$ cat config.mk
export PLATFORM = sky130hd
export DESIGN_NAME = alu_acc_seq
export DESIGN_NICKNAME = d
export VERILOG_FILES = /design/src/rtl/alu_acc_seq_pkg.sv /design/src/rtl/alu_acc_seq_alu4_comb.sv /design/src/rtl/alu_acc_seq.sv
export SDC_FILE = /design/constraint.sdc
export NUM_CORES = 1
export LEC_CHECK = 0
export ABC_AREA = 1
export CORE_MARGIN = 2
export CORE_UTILIZATION = 50
export CTS_BUF_LIST = sky130_fd_sc_hd__clkbuf_2 sky130_fd_sc_hd__clkbuf_4 sky130_fd_sc_hd__clkbuf_8
export CTS_CLUSTER_DIAMETER = 100
export DETAILED_ROUTE_END_ITERATION = 8
export GPL_TIMING_DRIVEN = 0
export HOLD_SLACK_MARGIN = 0.05
export PLACE_DENSITY = 0.73
export SLEW_MARGIN = 20
export SYNTH_ARGS = -nofsm -noshare
export SYNTH_HDL_FRONTEND = slang
export SYNTH_SLANG_ARGS = --single-unit
$ cat constraint.sdc
create_clock -name Clock -period 5.5 [get_ports Clock]
set_input_delay 0.55 -clock Clock [delete_from_list [all_inputs] [get_ports Clock]]
set_output_delay 0.55 -clock Clock [all_outputs]
set_load 0.01 [all_outputs]
$ cat src/rtl/alu_acc_seq_pkg.sv
// Shared opcodes, FSM state encoding and multiply step count for the
// sequenced accumulator ALU.
package alu_acc_seq_pkg;

  localparam int MUL_STEPS_DEF = 4;

  localparam logic [2:0] OP_RIPPLE = 3'b000;
  localparam logic [2:0] OP_ADD    = 3'b001;
  localparam logic [2:0] OP_SEXT   = 3'b010;
  localparam logic [2:0] OP_OR     = 3'b011;
  localparam logic [2:0] OP_AND    = 3'b100;
  localparam logic [2:0] OP_CAT    = 3'b101;
  localparam logic [2:0] OP_MUL    = 3'b110;
  localparam logic [2:0] OP_HOLD   = 3'b111;

  typedef enum logic {
    S_IDLE = 1'b0,
    S_MUL  = 1'b1
  } state_t;

endpackage

$ cat src/rtl/alu_acc_seq_alu4_comb.sv
// Combinational 4-bit ALU covering every single-cycle opcode. The multiply
// lives in the top level; for OP_MUL and OP_HOLD this block returns the
// current result unchanged.

module alu_acc_seq_fa (
  input  logic a,
  input  logic b,
  input  logic ci,
  output logic s,
  output logic co
);
  assign s  = a ^ b ^ ci;
  assign co = (a & b) | (ci & (a ^ b));
endmodule

module alu_acc_seq_ripple4 (
  input  logic [3:0] a,
  input  logic [3:0] b,
  output logic [3:0] sum,
  output logic       co
);
  logic [4:0] c;

  assign c[0] = 1'b0;
  assign co   = c[4];

  for (genvar i = 0; i < 4; i++) begin : g_fa
    alu_acc_seq_fa u_fa (
      .a  (a[i]),
      .b  (b[i]),
      .ci (c[i]),
      .s  (sum[i]),
      .co (c[i+1])
    );
  end
endmodule

module alu4_comb
  import alu_acc_seq_pkg::*;
(
  input  logic [3:0] a,
  input  logic [3:0] b,
  input  logic [2:0] op,
  input  logic [7:0] hold,
  output logic [7:0] result
);
  logic [3:0] rip_sum;
  logic       rip_co;

  alu_acc_seq_ripple4 u_rip (
    .a   (a),
    .b   (b),
    .sum (rip_sum),
    .co  (rip_co)
  );

  // Opcode select; anything not handled here leaves the result untouched.
  always_comb begin
    result = hold;
    case (op)
      OP_RIPPLE: result = {3'b000, rip_co, rip_sum};
      OP_ADD:    result = {3'b000, ({1'b0, a} + {1'b0, b})};
      OP_SEXT:   result = {{4{b[3]}}, b};
      OP_OR:     result = {7'b0, |{a, b}};
      OP_AND:    result = {7'b0, &{a, b}};
      OP_CAT:    result = {a, b};
      default:   result = hold;
    endcase
  end
endmodule

$ cat src/rtl/alu_acc_seq.sv
// Registered accumulator ALU with Start/Busy/Done handshake and a shift-add
// multiply. ALUout[3:0] is fed back as operand B.
//
//   state  | meaning
//   S_IDLE | waiting for Start; single-cycle ops complete here
//   S_MUL  | shift-add multiply in progress, Start ignored
module alu_acc_seq
  import alu_acc_seq_pkg::*;
#(
  parameter int MUL_STEPS = MUL_STEPS_DEF
) (
  input  logic       Clock,
  input  logic       Reset_b,
  input  logic [3:0] A,
  input  logic [2:0] Function,
  input  logic       Start,
  output logic       Busy,
  output logic       Done,
  output logic [7:0] ALUout
);
  localparam int              CNT_W    = (MUL_STEPS > 1) ? $clog2(MUL_STEPS) : 1;
  localparam logic [CNT_W-1:0] CNT_LAST = CNT_W'(MUL_STEPS - 1);

  state_t           state;
  logic [CNT_W-1:0] cnt;
  logic [7:0]       p;
  logic [7:0]       m;
  logic [3:0]       q;
  logic [7:0]       p_next;
  logic [7:0]       alu_res;

  alu4_comb u_alu (
    .a      (A),
    .b      (ALUout[3:0]),
    .op     (Function),
    .hold   (ALUout),
    .result (alu_res)
  );

  // Partial product after this step's conditional add.
  always_comb begin
    p_next = p;
    if (q[0]) p_next = p + m;
  end

  // Handshake FSM, result register and multiply datapath.
  always_ff @(posedge Clock or negedge Reset_b) begin
    if (!Reset_b) begin
      state  <= S_IDLE;
      cnt    <= '0;
      p      <= '0;
      m      <= '0;
      q      <= '0;
      Busy   <= 1'b0;
      Done   <= 1'b0;
      ALUout <= 8'h00;
    end else begin
      Done <= 1'b0;
      case (state)
        S_IDLE: begin
          if (Start) begin
            if (Function == OP_MUL) begin
              // B is frozen into q here so later result writes cannot disturb it.
              p     <= '0;
              m     <= {4'b0000, A};
              q     <= ALUout[3:0];
              cnt   <= '0;
              Busy  <= 1'b1;
              state <= S_MUL;
            end else begin
              ALUout <= alu_res;
              Done   <= 1'b1;
            end
          end
        end
        S_MUL: begin
          p   <= p_next;
          m   <= m << 1;
          q   <= q >> 1;
          cnt <= cnt + 1'b1;
          if (cnt == CNT_LAST) begin
            ALUout <= p_next;
            Done   <= 1'b1;
            Busy   <= 1'b0;
            state  <= S_IDLE;
          end
        end
        default: state <= S_IDLE;
      endcase
    end
  end
endmodule

==> metrics.log <==
INFO  metric status = complete, no violations
INFO  metric synth-main-ff-cell = dfrtp_1
INFO  metric finalCritPeriodShare = 0.4938
INFO  metric grt_pass1_vias = about 1900
INFO  metric worst_setup_hold_path_clk_slew = approximately 0.070 ns
INFO  metric ctsRootBufferMaster = clkbuf_8
INFO  metric post-synth-top-area-fraction = 0.3776
INFO  metric worstSkewPairLatency = around 0.29 ns
INFO  metric cts_num_sinks = 33
INFO  metric routedWlPerCell = 13.76 µm
INFO  metric syn_avg_cell_area = just under 8 µm²
INFO  metric leak_pwr = 0.001251 µW
INFO  metric setup_tns = 0 ns
INFO  metric first_iter_violations = roughly 130
INFO  metric global_route.usage.total = 0.2256
INFO  metric drt_pass1_iterations = 5
INFO  metric layout.filler_cells = ~380
INFO  metric peakVddDrop = 329.9 µV
INFO  metric route.vias.total = 1953
INFO  metric number_of_enable_type_register_cells_in_the_synthesized_netlist = 0
INFO  metric leading_cell_types_by_count_after_synthesis = 60 x nand2_1, 38 x inv_1, 33 x dfrtp_1
INFO  metric power_density = approximately 540 nW/µm²
INFO  metric postRouteAntennaNets = 0
INFO  metric pre_cts_ws = 2.496 ns
INFO  metric hp-class = reg -> reg
INFO  metric max_slew.worst_pin.slew = ~0.48 ns
INFO  metric design_power_total = between 1000 and 1500 µW
INFO  metric final_layout_size_suffix_gt1_frac = 0.1136
INFO  metric yosysSeqAreaShare = 0.3776
INFO  metric max-slew-margin-rel = 0.6776
INFO  metric grt_pass1_wl = ~8800 µm
INFO  metric initial_utilization = 0.5093
INFO  metric syn_area = 2187 µm²
INFO  metric fmax = approximately 370 MHz
INFO  metric min_period = approximately 2.7 ns
INFO  metric die_w = ~70 µm
INFO  metric crit_fanout = 2
INFO  metric drt-vias-per-instance = 5.425
INFO  metric holdPathStages = 1
INFO  metric grt_start_max_net_pins = 33
INFO  metric timing.final.setup_violations = 0
INFO  metric fp.coreArea = around 4300 µm²
INFO  metric num_antenna_cells = 0
INFO  metric synth_seq_cells = 33
INFO  metric cts_resized = 0
INFO  metric synth.top_cells.by_area = dfrtp_1 38%, nand2_1 10%, ha_1 6.9%
INFO  metric reg2regPathDepth = 8
INFO  metric placementRows = 24
INFO  metric syn_nets = 307
INFO  metric clock_tree.htree_level_count = 2
INFO  metric remaining_drc_errors = 0
INFO  metric die_height = 70.14 µm
INFO  metric die-area = slightly below 5000 µm²
INFO  metric wirelength = approximately 5000 µm
INFO  metric fin_ws = 2.784 ns
INFO  metric synth_warnings = 0
INFO  metric criticalPathCategory = in -> reg
INFO  metric endpoint_kind = flip-flop
INFO  metric antenna_violations_before_repair = 0
INFO  metric finalMaxSlewViolations = 0
INFO  metric cts_tree = built
INFO  metric synthArstFlopShare = 1.000
INFO  metric routabilityCongestion = 0.8587
INFO  metric cp.arrival = about 3 ns
INFO  metric numPortBuffers = 17
INFO  metric synth_cell_type_count = 34
INFO  metric setup.worst_path.start_class = input pin
INFO  metric post_synthesis_instance_total = around 280
INFO  metric post-synth-top-count-cell = nand2_1
INFO  metric tritoncts.num_buffers = 5
INFO  metric cts_post_setup_buffers_inserted = 0
INFO  metric area_growth_syn_to_layout = 17.39%
INFO  metric hold_viol_final = 0
INFO  metric max_cap_viol_count = 0
INFO  metric grt_setup_unrepaired = false
INFO  metric dp.final_hpwl = 3822 µm
INFO  metric ioPinCount = 20
INFO  metric global_route.overflow_total = 0
INFO  metric number_of_nets_at_the_end_of_the_flow = about 330
INFO  metric worst_ep_required_time = about 5.7 ns
INFO  metric netlist.top_cell.by_area = dfrtp_1
INFO  metric largest_buffer_count_on_any_clock_path = 2
INFO  metric finalClockSkew = 0.006294 ns
-- cell families (layout without fill, tap and decap cells) --
kind of cell	after synthesis	after routing	synth area share
AND/OR/NAND/NOR	115	115	0.2363
AO/OA/AOI/OAI	62	62	0.1625
buffers and inverters	53	80	0.1104
flip-flops	33	33	0.3776
adder cells (fa/ha/maj)	16	16	0.1053
XOR/XNOR	2	2	0.008011
-- layout make-up --
cell class / count / area (µm²) / area share
timing repair buffer: 19 / 195.2 / 0.07602
clock buffer: 7 / 90.09 / 0.03509
inverter: 42 / 157.7 / 0.06140
multi-input combinational: 195 / 1120 / 0.4362
buffer: 11 / 83.83 / 0.03265
sequential: 33 / 825.8 / 0.3216
clock inverter: 1 / 30.03 / 0.01170
tap: 52 / 65.06 / 0.02534
-- routing by layer --
metal,global-route usage,up-vias,wire length [µm]
met4,0.04487,0,46
met5,0,-,0
met2,0.3704,42,2458
li1,-,977,-
met1,0.3165,927,2230
met3,0.03896,7,217
-- flip-flops by register name, indices dropped and copies added (netlist names) --
name and flops:
ALUout 8, Done 1, q 4, state 1, Busy 1, cnt 2
m 8, p 8
-- layout by cell type (no fill, tap or decap), types with 2 or more instances in the layout --
cell type,instances
nor2_1,17
nand2_1,60
clkbuf_8,6
buf_2,2
o22ai_1,4
fa_1,4
a21oi_1,24
nor2_2,2
ha_1,12
a31oi_1,2
inv_2,4
nand3_1,20
clkdlybuf4s50_1,16
o21ai_1,7
o221ai_1,3
a21oi_2,2
buf_4,7
o211ai_1,4
nor3_1,3
o21ai_0,13
buf_6,2
inv_1,38
dfrtp_1,33
nand2_2,3
nand3b_1,4
nand4_1,2
-- final timing paths --
path                       slack, ns      start         to
min                             0.48     cnt[0]     cnt[0]
max                             2.78       A[0]  ALUout[3]
min in group asynchronous       0.57    Reset_b       p[5]
min reg2reg                     0.48     cnt[0]     cnt[0]
max in group asynchronous       4.57    Reset_b       q[3]
max reg2reg                     3.14  ALUout[0]  ALUout[3]
-- repair_timing --
action,4_1_cts,5_1_grt
hold buffers,1,0
setup endpoints to repair,0,0
endpoints found under the hold margin,1,0
-- where the power goes --
group / switching [µW] / total [µW] / internal (µW)
Clock: 90.2 / 243 / 153
Sequential: 81.3 / 427 / 345
Combinational: 400 / 708 / 308
-- worst max-delay path: stages --
cell	delay, ns
clkdlybuf4s50_1	0.48
ha_1	0.20
inv_1	0.07
fa_1	0.41
fa_1	0.41
fa_1	0.43
o21ai_0	0.18
nand2_1	0.07
a21oi_1	0.13
-- metrics by stage --
step           instance area [µm²]  instances  hold slack, ns  utilization
6_report                      2567        360          0.4805       0.5979
5_1_grt                       2567        360          0.4935       0.5979
4_1_cts                       2567        360          0.4891       0.5979
3_5_place_dp                  2437        351          0.3492       0.5676
3_3_place_gp                  2422        350          0.4693       0.5641
2_1_floorplan                 2187        281          0.2544            -
No activity file was read; power rests on OpenSTA's default activity.
